## src/rtl/distortion_pipe.sv

```systemverilog
// rtl/distortion_pipe.sv - 5-stage fixed-point distortion (bypass / hard clip / cubic soft clip); clip counter under DIST_CLIP_STATS_EN
module distortion_pipe #(
  parameter int DATA_W   = 16,
  parameter int GAIN_W   = 16,
  parameter int CHANNELS = 2,
  localparam int CH_W    = (CHANNELS > 1) ? $clog2(CHANNELS) : 1
) (
  input  logic                     clk,
  input  logic                     rst,
  input  logic                     in_valid,
  input  logic [CH_W-1:0]          in_ch,
  input  logic signed [DATA_W-1:0] input_,
  input  logic [1:0]               mode,
  input  logic [GAIN_W-1:0]        distortion_gain,
  input  logic [GAIN_W-1:0]        distortion_boost,
  input  logic [DATA_W-2:0]        clip_level,
  input  logic                     clip_clr,
  output logic                     out_valid,
  output logic [CH_W-1:0]          out_ch,
  output logic signed [DATA_W-1:0] out,
  output logic [15:0]              clip_count
);

  localparam int FS   = 2**(DATA_W-1) - 1;
  localparam int V_W  = DATA_W + 3;            // soft-clip polynomial headroom
  localparam int P1_W = DATA_W + GAIN_W + 1;   // input * gain
  localparam int P5_W = V_W + GAIN_W + 1;      // shaped value * boost
  localparam int SQ_W = 2 * DATA_W;

  localparam logic signed [DATA_W-1:0] D_MAX  = DATA_W'(FS);
  localparam logic signed [DATA_W-1:0] D_MIN  = -D_MAX;
  localparam logic signed [P1_W-1:0]   S1_MAX = P1_W'(FS);
  localparam logic signed [P1_W-1:0]   S1_MIN = -S1_MAX;
  localparam logic signed [P5_W-1:0]   S5_MAX = P5_W'(FS);
  localparam logic signed [P5_W-1:0]   S5_MIN = -S5_MAX;

  // ---------------- S1: pre-gain with symmetric saturation ----------------
  logic signed [P1_W-1:0]   w_s1_x, w_s1_g, w_s1_prod, w_s1_shift;
  logic signed [DATA_W-1:0] w_s1_p;
  logic                     w_s1_sat;
  logic                     w_s1_byp;

  assign w_s1_x     = P1_W'(input_);
  assign w_s1_g     = P1_W'(distortion_gain);
  assign w_s1_prod  = w_s1_x * w_s1_g;
  assign w_s1_shift = w_s1_prod >>> 8;
  assign w_s1_byp   = (mode == 2'd0) || (mode == 2'd3);

  // Saturate the gained sample to +-FS; -FS-1 is folded in too so the curve stays odd
  always_comb begin
    w_s1_sat = 1'b0;
    w_s1_p   = w_s1_shift[DATA_W-1:0];
    if (w_s1_shift > S1_MAX) begin
      w_s1_sat = 1'b1;
      w_s1_p   = D_MAX;
    end else if (w_s1_shift < S1_MIN) begin
      w_s1_sat = 1'b1;
      w_s1_p   = D_MIN;
    end
  end

  logic                     r1_valid, r1_byp, r1_hard, r1_sat;
  logic [CH_W-1:0]          r1_ch;
  logic signed [DATA_W-1:0] r1_p;
  logic [GAIN_W-1:0]        r1_boost;
  logic [DATA_W-2:0]        r1_cl;

  // Capture sample and its control words; bypass carries the raw sample untouched
  always_ff @(posedge clk) begin
    if (rst) r1_valid <= 1'b0;
    else     r1_valid <= in_valid;
    r1_ch    <= in_ch;
    r1_byp   <= w_s1_byp;
    r1_hard  <= (mode == 2'd1);
    r1_p     <= w_s1_byp ? input_ : w_s1_p;
    r1_sat   <= !w_s1_byp && w_s1_sat;
    r1_boost <= distortion_boost;
    r1_cl    <= clip_level;
  end

  // ---------------- S2: hard clamp, or square for the soft curve ----------------
  logic signed [DATA_W-1:0] w_s2_cl, w_s2_h;
  logic signed [SQ_W-1:0]   w_s2_sq;
  logic                     w_s2_over, w_s2_under;

  assign w_s2_cl    = {1'b0, r1_cl};
  assign w_s2_over  = r1_p > w_s2_cl;
  assign w_s2_under = r1_p < -w_s2_cl;
  assign w_s2_h     = w_s2_over ? w_s2_cl : (w_s2_under ? -w_s2_cl : r1_p);
  assign w_s2_sq    = SQ_W'(r1_p) * SQ_W'(r1_p);

  logic                     r2_valid, r2_byp, r2_hard, r2_evt;
  logic [CH_W-1:0]          r2_ch;
  logic signed [DATA_W-1:0] r2_v, r2_u2;
  logic [GAIN_W-1:0]        r2_boost;

  // r2_v is the clamped value in hard mode, otherwise u (or the raw bypass sample)
  always_ff @(posedge clk) begin
    if (rst) r2_valid <= 1'b0;
    else     r2_valid <= r1_valid;
    r2_ch    <= r1_ch;
    r2_byp   <= r1_byp;
    r2_hard  <= r1_hard;
    r2_v     <= r1_hard ? w_s2_h : r1_p;
    r2_u2    <= w_s2_sq[DATA_W-1 +: DATA_W];
    r2_evt   <= r1_sat || (r1_hard && (w_s2_over || w_s2_under));
    r2_boost <= r1_boost;
  end

  // ---------------- S3: cube ----------------
  logic signed [SQ_W-1:0] w_s3_cube;
  assign w_s3_cube = SQ_W'(r2_u2) * SQ_W'(r2_v);

  logic                     r3_valid, r3_byp, r3_hard, r3_evt;
  logic [CH_W-1:0]          r3_ch;
  logic signed [DATA_W-1:0] r3_v, r3_u3;
  logic [GAIN_W-1:0]        r3_boost;

  // u3 = u^3 in Q(DATA_W-1); the other fields just ride along
  always_ff @(posedge clk) begin
    if (rst) r3_valid <= 1'b0;
    else     r3_valid <= r2_valid;
    r3_ch    <= r2_ch;
    r3_byp   <= r2_byp;
    r3_hard  <= r2_hard;
    r3_v     <= r2_v;
    r3_u3    <= w_s3_cube[DATA_W-1 +: DATA_W];
    r3_evt   <= r2_evt;
    r3_boost <= r2_boost;
  end

  // ---------------- S4: s = (3u - u^3) / 2 ----------------
  logic signed [V_W-1:0] w_s4_u, w_s4_u3, w_s4_sum;
  assign w_s4_u   = V_W'(r3_v);
  assign w_s4_u3  = V_W'(r3_u3);
  assign w_s4_sum = (w_s4_u <<< 1) + w_s4_u - w_s4_u3;

  logic                  r4_valid, r4_byp, r4_evt;
  logic [CH_W-1:0]       r4_ch;
  logic signed [V_W-1:0] r4_v;
  logic [GAIN_W-1:0]     r4_boost;

  // Select shaped value; soft result may reach +-(FS+1) and is trimmed by S5 saturation
  always_ff @(posedge clk) begin
    if (rst) r4_valid <= 1'b0;
    else     r4_valid <= r3_valid;
    r4_ch    <= r3_ch;
    r4_byp   <= r3_byp;
    r4_v     <= (r3_byp || r3_hard) ? w_s4_u : (w_s4_sum >>> 1);
    r4_evt   <= r3_evt;
    r4_boost <= r3_boost;
  end

  // ---------------- S5: post-gain with symmetric saturation ----------------
  logic signed [P5_W-1:0]   w_s5_v, w_s5_b, w_s5_prod, w_s5_shift;
  logic signed [DATA_W-1:0] w_s5_y;

  assign w_s5_v     = P5_W'(r4_v);
  assign w_s5_b     = P5_W'(r4_boost);
  assign w_s5_prod  = w_s5_v * w_s5_b;
  assign w_s5_shift = w_s5_prod >>> 8;
  assign w_s5_y     = (w_s5_shift > S5_MAX) ? D_MAX :
                      (w_s5_shift < S5_MIN) ? D_MIN : w_s5_shift[DATA_W-1:0];

  logic                     r_out_valid;
  logic [CH_W-1:0]          r_out_ch;
  logic signed [DATA_W-1:0] r_out;

  // Output registers; data and tag hold during bubbles
  always_ff @(posedge clk) begin
    if (rst) begin
      r_out_valid <= 1'b0;
      r_out_ch    <= '0;
      r_out       <= '0;
    end else begin
      r_out_valid <= r4_valid;
      if (r4_valid) begin
        r_out_ch <= r4_ch;
        r_out    <= r4_byp ? r4_v[DATA_W-1:0] : w_s5_y;
      end
    end
  end

  assign out_valid = r_out_valid;
  assign out_ch    = r_out_ch;
  assign out       = r_out;

  logic w_unused;

`ifdef DIST_CLIP_STATS_EN
  logic [15:0] r_clip_count;

  // Saturating clip counter; clear beats a same-cycle increment
  always_ff @(posedge clk) begin
    if (rst || clip_clr)
      r_clip_count <= 16'h0000;
    else if (r4_valid && r4_evt && (r_clip_count != 16'hFFFF))
      r_clip_count <= r_clip_count + 16'h0001;
  end

  assign clip_count = r_clip_count;
  assign w_unused   = ^{w_s2_sq, w_s3_cube};
`else
  assign clip_count = 16'h0000;
  assign w_unused   = ^{w_s2_sq, w_s3_cube, clip_clr, r4_evt};
`endif

endmodule

```

## config.mk

```make
export PLATFORM = sky130hd
export DESIGN_NAME = distortion_pipe
export DESIGN_NICKNAME = d
export VERILOG_FILES = /design/src/rtl/distortion_pipe.sv
export SDC_FILE = /design/constraint.sdc
export NUM_CORES = 2
export LEC_CHECK = 0
export ABC_AREA = 1
export BUFFER_PORTS_ARGS = -buffer_cell sky130_fd_sc_hd__buf_2
export CORE_MARGIN = 8
export CORE_UTILIZATION = 60
export DETAILED_ROUTE_END_ITERATION = 8
export PLACE_DENSITY = 0.77
export RECOVER_POWER = 50
export SYNTH_ARGS = -nofsm -noshare
export SYNTH_HDL_FRONTEND = slang
export SYNTH_SLANG_ARGS = --single-unit
```

## constraint.sdc

```tcl
create_clock -name clk -period 7.25 [get_ports clk]
set_input_delay 0.3625 -clock clk [delete_from_list [all_inputs] [get_ports clk]]
set_output_delay 0.3625 -clock clk [all_outputs]
set_load 0.01 [all_outputs]
```

==> summary.md <==
| Metric | Value |
|---|---|
| Status | finished, final reports clean |
| Layout area overhead | 5.900% |
| Delay of the slowest cell on the worst path | about 0.86 ns |
| Clock Root Buffer | clkbuf_16 |
| Row count | 104 |
| Final hold viol count | 0 |
| Iter 0 DRT Violations | ~2400 |
| Hold crit path type | primary input to flop |
| CTS max path bufs | 3 |
| Critical path's slowest cell | dfxtp_1 |
| Fmax | 146.5 MHz |
| Worst EP arrival | 7.23 ns |
| Clk slew on worst S/H paths | 0.06 ns |
| Die Wd | ~300 microns |
| Relative slew slack | 32.06% |
| Initial core utilization | between 60% and 70% |
| Clock Latency Late Sink | 0.54 ns |
| Ys flop type | dfxtp_1 |
| Min cycle time layout | approximately 6.8 ns |
| Seq/Total Area, Yosys | between 8 and 9% |
| ANT cells | 0 |
| Vias | between 30000 and 40000 |
| Fin crit share | 94.16% |
| Fin. max-slew vios | 0 |
| Cell variety after synth | 49 |
| Least-Margin Pin Slew | 1.019 ns |
| Mapped Cells | 6166 |
| Synthesized area | 48070 sq um |
| H-tree depth | 1 |
| Pre-antenna DRT Iters | 6 |
| GRT Resource Usage Total | about a quarter |
| CP required | roughly 7.7 ns |
| RR Startpoint | r4_v[9] |
| DP HPWL | 97930 microns |
| CP Capture Type | flop |
| Share of cells above drive strength 1 | 4.869% |
| Vias in the first global route | 40190 |
| Initial antenna violation count | 2 |
| Mean post-synth cell area | 7.797 sq um |
| Io pins | 104 |
| Fin Clk Skew | between 0.01 and 0.015 ns |
| Total grt overflow | 0 |
| Post-synth EDFFs | 0 |
| Worst min-delay path startpoint | in_valid |
| Avg WL per Cell | 15.97 microns |
| Crit Path Class | flop to flop |
| IO Port Bufs | 86 |
| Largest net degree at the start of global routing | 34 |
| Startpoint types | flop |
| Die Y | 299.1 microns |
| Routability cong. | 0.9547 |
| Cts bufs inserted | 24 |
| Fin nets | roughly 7700 |
| Unrepaired setup endpoints after global routing | no |
| Worst-path fanout max | 15 |
| Final setup TNS | 0 ns |
| Yosys warnings | 0 |
| Clock sinks | 210 |
| Post-CTS setup buffers | 0 |
| CTS tree | yes |
| CP startpoint | r4_v[9] |
| Antenna violation net count after detailed routing | 0 |
| Share of flip-flops with an asynchronous set or reset | 0% |
| Routed vias/inst | 5.118 |
| Cell mode on critical path | nand2_1 |
| Commonest non-fill, non-tap cell in the layout | inv_1 |
| Core area | approximately 80000 sq um |
| Die area | 89440 sq um |
| Final setup vio count | 0 |
| Post-route DRC violation count | 0 |
| Highest-count cells in the layout ignoring fill and taps | inv_1, nand2_1, fa_1 |
| Routed WL | 116300 microns |
| Yosys reg bits | 210 |
| Max-cap viol count | 0 |
| First-pass GRT wire length | 195200 microns |
cells in the mapped netlist, drive strengths merged, types with 33 or more instances:
library cell | number | area share [%]
or2 | 33 | 0.43
a21oi | 207 | 2.3
dfxtp | 210 | 8.7
nand3 | 93 | 1.0
xor2 | 61 | 1.1
nand2 | 1501 | 12
o21ai | 115 | 1.2
nor2 | 206 | 1.6
inv | 1911 | 15
xnor2 | 39 | 0.71
clkbuf | 204 | 1.6
fa | 991 | 41
ha | 410 | 11
registers in the layout, indices dropped and copies added, names as in the netlist, 15 cells and up:
register,count
r2_u2,16
r3_boost,16
r4_boost,16
r1_boost,16
r3_u3,16
r4_v,18
r2_boost,16
r2_v,16
r3_v,16
r1_cl,15
r1_p,16
out,16
layout make-up:
| cell class | instances | area, sq um |
|---|---|---|
| sequential | 210 | 4207 |
| tap | 1060 | 1326 |
| fill | 6896 | 28990 |
| timing repair buffer | 233 | 1587 |
| clock inverter | 13 | 178.9 |
| inverter | 1914 | 7184 |
| multi-input combinational | 3824 | 35770 |
| clock buffer | 29 | 660.6 |
path summary, 6_finish.rpt:
check	depth (start not counted)	slack, ns	endpoint
hold / removal	3	0.03	r1_valid
setup / recovery	27	0.42	out[1]
setup reg to reg	27	0.42	out[1]
hold reg to reg	0	0.33	r4_boost[11]
timing repair:
| action | CTS | global route |
|---|---|---|
| hold buffers | 32 | 0 |
| setup endpoints to repair | 0 | 15 |
| endpoints found under the hold margin | 32 | 0 |
| resized for setup | 0 | 2 |
layer usage:
layer	up-vias	track usage [%]	routed length, microns
met4	2	8.629	4420
met3	301	4.075	8158
met1	18180	33.33	46820
met5	-	0	15
li1	17560	-	-
met2	1233	47.20	56880
cell families (layout without fill, tap and decap cells):
family	Yosys count	after routing	synth area share (%)
buffers and inverters	2147	2189	16.97
flip-flops	210	210	8.745
AO/OA/AOI/OAI	401	401	4.703
AND/OR/NAND/NOR	1906	1906	15.81
other	1	16	0.007801
XOR/XNOR	100	100	1.822
adder cells (fa/ha/maj)	1401	1401	51.94
critical path, delay by kind of cell (launching register included):
family,cells,cell delay [ns]
simple gates,13,1.55
flops,1,0.86
compound gates,3,0.69
fa+ha+maj,7,3.39
buf+inv,4,0.20
through the flow:
stage,worst slack (ns),hold WS [ns],cell area (sq um),std cells,util (%)
detailed placement,0.4036,0.3121,49790,7209,62.32
CTS,0.3570,0.006966,50950,7283,63.77
global placement,0.4572,0.3112,49790,7209,62.32
floorplan,1.036,0.3096,48130,6181,-
global route,0.01780,0.02559,50910,7283,63.72
finish,0.4233,0.03213,50910,7283,63.72
Power is left out: the tool's default activity adds up to more than one toggle a clock period on the data nets, which glitch-free logic cannot reach.
